`src/rtl/lb_negedge_pulse_gen.sv`:
```
// Turns single-cycle request pulses into active-low strobes of LOW_CYCLES clocks,
// each followed by at least GAP_CYCLES clocks high; extra requests queue in a saturating counter.
module lb_negedge_pulse_gen #(
    parameter int LOW_CYCLES = 4,
    parameter int GAP_CYCLES = 2,
    parameter int PEND_W     = 3
) (
    input  logic clk,
    input  logic reset,
    input  logic cs,
    input  logic pulse_in,
    output logic signal_out,
    output logic busy,
    output logic overflow
);

    localparam int MAX_CYCLES = (LOW_CYCLES > GAP_CYCLES) ? LOW_CYCLES : GAP_CYCLES;
    localparam int TIMER_W    = $clog2(MAX_CYCLES) + 1;

    localparam logic [TIMER_W-1:0] LOW_LOAD = TIMER_W'(LOW_CYCLES - 1);
    localparam logic [TIMER_W-1:0] GAP_LOAD = TIMER_W'(GAP_CYCLES - 1);
    localparam logic [PEND_W-1:0]  PEND_MAX = '1;

    typedef enum logic [1:0] {
        IDLE,
        LOW,
        GAP
    } state_t;

    state_t             state, state_nxt;
    logic [TIMER_W-1:0] timer, timer_nxt;
    logic [PEND_W-1:0]  pending, pending_nxt;
    logic               overflow_nxt;
    logic               queue_req;
    logic               acc;

    assign acc = cs & pulse_in;

    always_comb begin
        state_nxt    = state;
        timer_nxt    = timer;
        pending_nxt  = pending;
        overflow_nxt = 1'b0;
        queue_req    = 1'b0;

        if (cs) begin
            case (state)
                IDLE: begin
                    if (acc) begin
                        state_nxt = LOW;
                        timer_nxt = LOW_LOAD;
                    end
                end
                LOW: begin
                    queue_req = acc;
                    if (timer != '0) begin
                        timer_nxt = timer - TIMER_W'(1);
                    end else begin
                        state_nxt = GAP;
                        timer_nxt = GAP_LOAD;
                    end
                end
                GAP: begin
                    if (timer != '0) begin
                        timer_nxt = timer - TIMER_W'(1);
                        queue_req = acc;
                    end else if ((pending != '0) || acc) begin
                        // A request arriving on the exit edge is consumed directly, never queued.
                        state_nxt = LOW;
                        timer_nxt = LOW_LOAD;
                        if (!acc) begin
                            pending_nxt = pending - PEND_W'(1);
                        end
                    end else begin
                        state_nxt = IDLE;
                    end
                end
                default: begin
                    state_nxt = IDLE;
                    timer_nxt = '0;
                end
            endcase

            if (queue_req) begin
                if (pending != PEND_MAX) begin
                    pending_nxt = pending + PEND_W'(1);
                end else begin
                    overflow_nxt = 1'b1;
                end
            end
        end
    end

    // Outputs are decoded from the next state so they line up with the state register.
    always_ff @(posedge clk or negedge reset) begin
        if (!reset) begin
            state      <= IDLE;
            timer      <= '0;
            pending    <= '0;
            signal_out <= 1'b1;
            busy       <= 1'b0;
            overflow   <= 1'b0;
        end else begin
            state      <= state_nxt;
            timer      <= timer_nxt;
            pending    <= pending_nxt;
            signal_out <= (state_nxt != LOW);
            busy       <= (state_nxt != IDLE);
            overflow   <= overflow_nxt;
        end
    end

endmodule

```
`config.mk`:
```
export PLATFORM = sky130hd
export DESIGN_NAME = lb_negedge_pulse_gen
export DESIGN_NICKNAME = d
export VERILOG_FILES = /design/src/rtl/lb_negedge_pulse_gen.sv
export SDC_FILE = /design/constraint.sdc
export NUM_CORES = 1
export LEC_CHECK = 0
export ABC_CLOCK_PERIOD_IN_PS = 4300
export CORE_AREA = 10 10 47 49
export CTS_CLUSTER_SIZE = 40
export DETAILED_ROUTE_END_ITERATION = 7
export DIE_AREA = 0 0 57 59
export PLACE_DENSITY = 0.77
export SLEW_MARGIN = 25
export SYNTH_ARGS = -nofsm -noshare
export SYNTH_HDL_FRONTEND = slang
export SYNTH_SLANG_ARGS = --single-unit
```
`constraint.sdc`:
```
create_clock -name clk -period 4.3 [get_ports clk]
set_clock_uncertainty 0.15 [all_clocks]
set_input_delay 0.86 -clock clk [delete_from_list [all_inputs] [get_ports clk]]
set_output_delay 0.86 -clock clk [all_outputs]
set_load 0.05 [all_outputs]
```
==> impl_metrics.json <==
{
  "status": "finished clean",
  "drc": 0,
  "ff2ff_path_depth": 6,
  "drive_above_1_share": 0.0964,
  "cts.sinks": 11,
  "max_slew.worst_pin.slew_ns": 0.609,
  "start_kind": "register",
  "dpl_cell_area_sq_um": 805,
  "cts_tree": "built",
  "grt_pass1_vias": 601,
  "wl_per_cell_microns": 16.3,
  "vias_per_cell": 6.28,
  "place.gp.congestion": 0.933,
  "syn2layout_area_growth_pct": 14.1,
  "ys_warn_count": 0,
  "ys_ff_latch": 11,
  "fillerInstances": 131,
  "grt_max_degree": 12,
  "whs_path_depth": 1,
  "cts_buffers": 3,
  "antenna_cells": 0,
  "layout.nets": 96,
  "synth_cell_types": 32,
  "grt-ovfl-total": 0,
  "hold_viol_final": 0,
  "syn_avg_cell_area_sq_um": 9.84,
  "synth_top_family_by_area": "compound AO/OA/AOI/OAI gates",
  "initial_core_util": 0.520,
  "coreArea_sq_mm": 0.00140,
  "synthesis.nets": 86,
  "slew_headroom": 0.590,
  "drtPass1Iterations": 4,
  "die_w_microns": 57,
  "cts-root-buf": "clkbuf_4",
  "max_freq_mhz": 383,
  "ys_seq_area_frac": 0.380,
  "crit_arrival_ns": 1.60,
  "cpPeakStageDelay_ns": 0.80,
  "hold_class": "reg -> reg",
  "cts_resized": 0,
  "htree_levels": 1,
  "synth_area_leaders": "dfrtp_1 34%, ha_1 14%, or4b_4 3.8%",
  "dp_hpwl_mm": 1.16,
  "stdcell_count": 99,
  "clkTransAtPathRegs_ns": 0.07,
  "fp-row-count": 14,
  "synth.cell_area_sq_um": 728,
  "design_area_sq_um": 831,
  "yosysTopAreaCellShare": 0.344,
  "synth_edf_count": 0,
  "timing.setup.tns_ns": 0,
  "power-per-cell-area_mw_per_mm2": 567,
  "crit_type": "reg -> out",
  "num_vias": 622,
  "synth_compound_area_frac": 0.235,
  "antenna_left": 0,
  "path_buf_inv": 1,
  "synthMuxAreaShare": 0,
  "ctsHoldBuffers": 0,
  "grt_pass1_wl_mm": 2.82,
  "crit_chain": "clkdlybuf4s50_1",
  "reg2reg_from": "state[0]$_DFF_PN0_",
  "ir_worst_vdd_mv": 0.323,
  "synthSimpleGateAreaFrac": 0.199,
  "crit_path_end_kind": "primary output",
  "synthAdderAreaFrac": 0.137,
  "port_buffers": 6,
  "insertion_delay_ns": 0.28,
  "pin_count": 7,
  "maxCapViolations": 0,
  "holdPathEnd": "pending[2]$_DFFE_PN0P_",
  "slew_viol_final": 0,
  "clockBufferDepth": 2,
  "routed_wirelength_mm": 1.61,
  "drt_iter0_drc": 29,
  "die_area_sq_mm": 0.00336,
  "grt_use_total": 0.102,
  "min-delay-start": "pending[2]$_DFFE_PN0P_",
  "async_flop_share": 1.00,
  "synthFlopType": "dfrtp_1",
  "p_leak_nw": 0.371,
  "synthCells": 74,
  "rrSetupSlack_ns": 1.94,
  "postCtsSetupRepairBufs": 0,
  "rsz0062_at_grt": "false",
  "finalSetupViolCount": 0,
  "cp_max_fo": 1,
  "synth_top_area_cell": "dfrtp_1",
  "fin_crit_sh": 0.606,
  "crit_required_ns": 3.29,
  "cp_slowest_cell": "clkdlybuf4s50_1",
  "finalCriticalPeriod_ns": 2.61,
  "antenna_found_initial": 0,
  "placed_cells": 95,
  "regToRegEndpoint": "pending[1]$_DFFE_PN0P_",
  "synth-xor-area-share": 0.0120,
  "path_delay_family": "buffers and inverters",
  "die_h_microns": 59
}
## area by class of cell
cell class,instances,area (sq um),area share
multi-input combinational,56,425,0.512
timing repair buffer,6,60.1,0.0723
sequential,11,277,0.333
tap,16,20.0,0.0241
inverter,6,22.5,0.0271
clock buffer,4,26.3,0.0316
## power breakdown
| part | leakage, nW | total (mW) | internal (mW) | switching, mW |
|---|---|---|---|---|
| sequential | 0.134 | 0.168 | 0.136 | 0.0311 |
| combinational | 0.222 | 0.229 | 0.0911 | 0.138 |
| clock | 0.0150 | 0.0746 | 0.0360 | 0.0385 |
| total | 0.371 | 0.471 | 0.264 | 0.208 |
## how the worst max path moves through the flow
stage,startpoint,to,slack (ns),cells past startpoint
finish,signal_out$_DFF_PN1_,signal_out,1.69,1
global route,signal_out$_DFF_PN1_,signal_out,1.66,1
CTS,signal_out$_DFF_PN1_,signal_out,1.68,1
detailed placement,cs,pending[2]$_DFFE_PN0P_,1.49,5
global placement,cs,pending[2]$_DFFE_PN0P_,1.50,5
floorplan,cs,pending[1]$_DFFE_PN0P_,2.09,5
## cells by family after synthesis
family,count (synthesis)
buffers and inverters,7
DFF,11
and+or+nand+nor,24
adders and majority gates,8
xor gates and xnor gates,1
AOI/OAI and AO/OA,23
## sequential cells by signal, indices dropped and copies added (netlist names)
name        flops
busy            1
overflow        1
pending         3
signal_out      1
state           2
timer           3
## cells in the final DEF, fill, tap and decap left out, types with 4 or more instances in the layout
cell type and count:
ha_1 8, clkdlybuf4s50_1 6, o21ai_0 5, nor2_1 4, nand2_1 4, dfrtp_1 10, inv_1 6
## through the flow
step / total power [mW] / hold WS [ns] / utilization / setup WS (ns)
after CTS: 0.467 / 0.414 / 0.593 / 1.68
after detailed placement: 0.390 / 0.396 / 0.574 / 1.49
after global routing: 0.509 / 0.439 / 0.593 / 1.66
after floorplan: 0.332 / 0.346 / - / 2.09
after global placement: 0.386 / 0.387 / 0.574 / 1.50
final: 0.471 / 0.424 / 0.593 / 1.69
## layer usage
| metal | GRT usage | vias to the layer above | part of all wire |
|---|---|---|---|
| li1 | - | 290 | - |
| met1 | 0.118 | 305 | 0.45 |
| met2 | 0.167 | 24 | 0.47 |
| met3 | 0.0386 | 3 | 0.067 |
| met4 | 0.0336 | 0 | 0.012 |
| met5 | 0 | - | 0 |
## cell usage after synthesis, types with 2 or more instances
cell and number:
nor2_1 4, and2_1 2, ha_1 8, nor4_1 2, nand3_1 2, dfrtp_1 10, o21a_1 2, or4b_4 2
nand2_1 4, nand2b_1 3, a21oi_1 3, nor3b_1 3, inv_1 6, o21ai_0 5
Power figures use the tool's default switching activity.
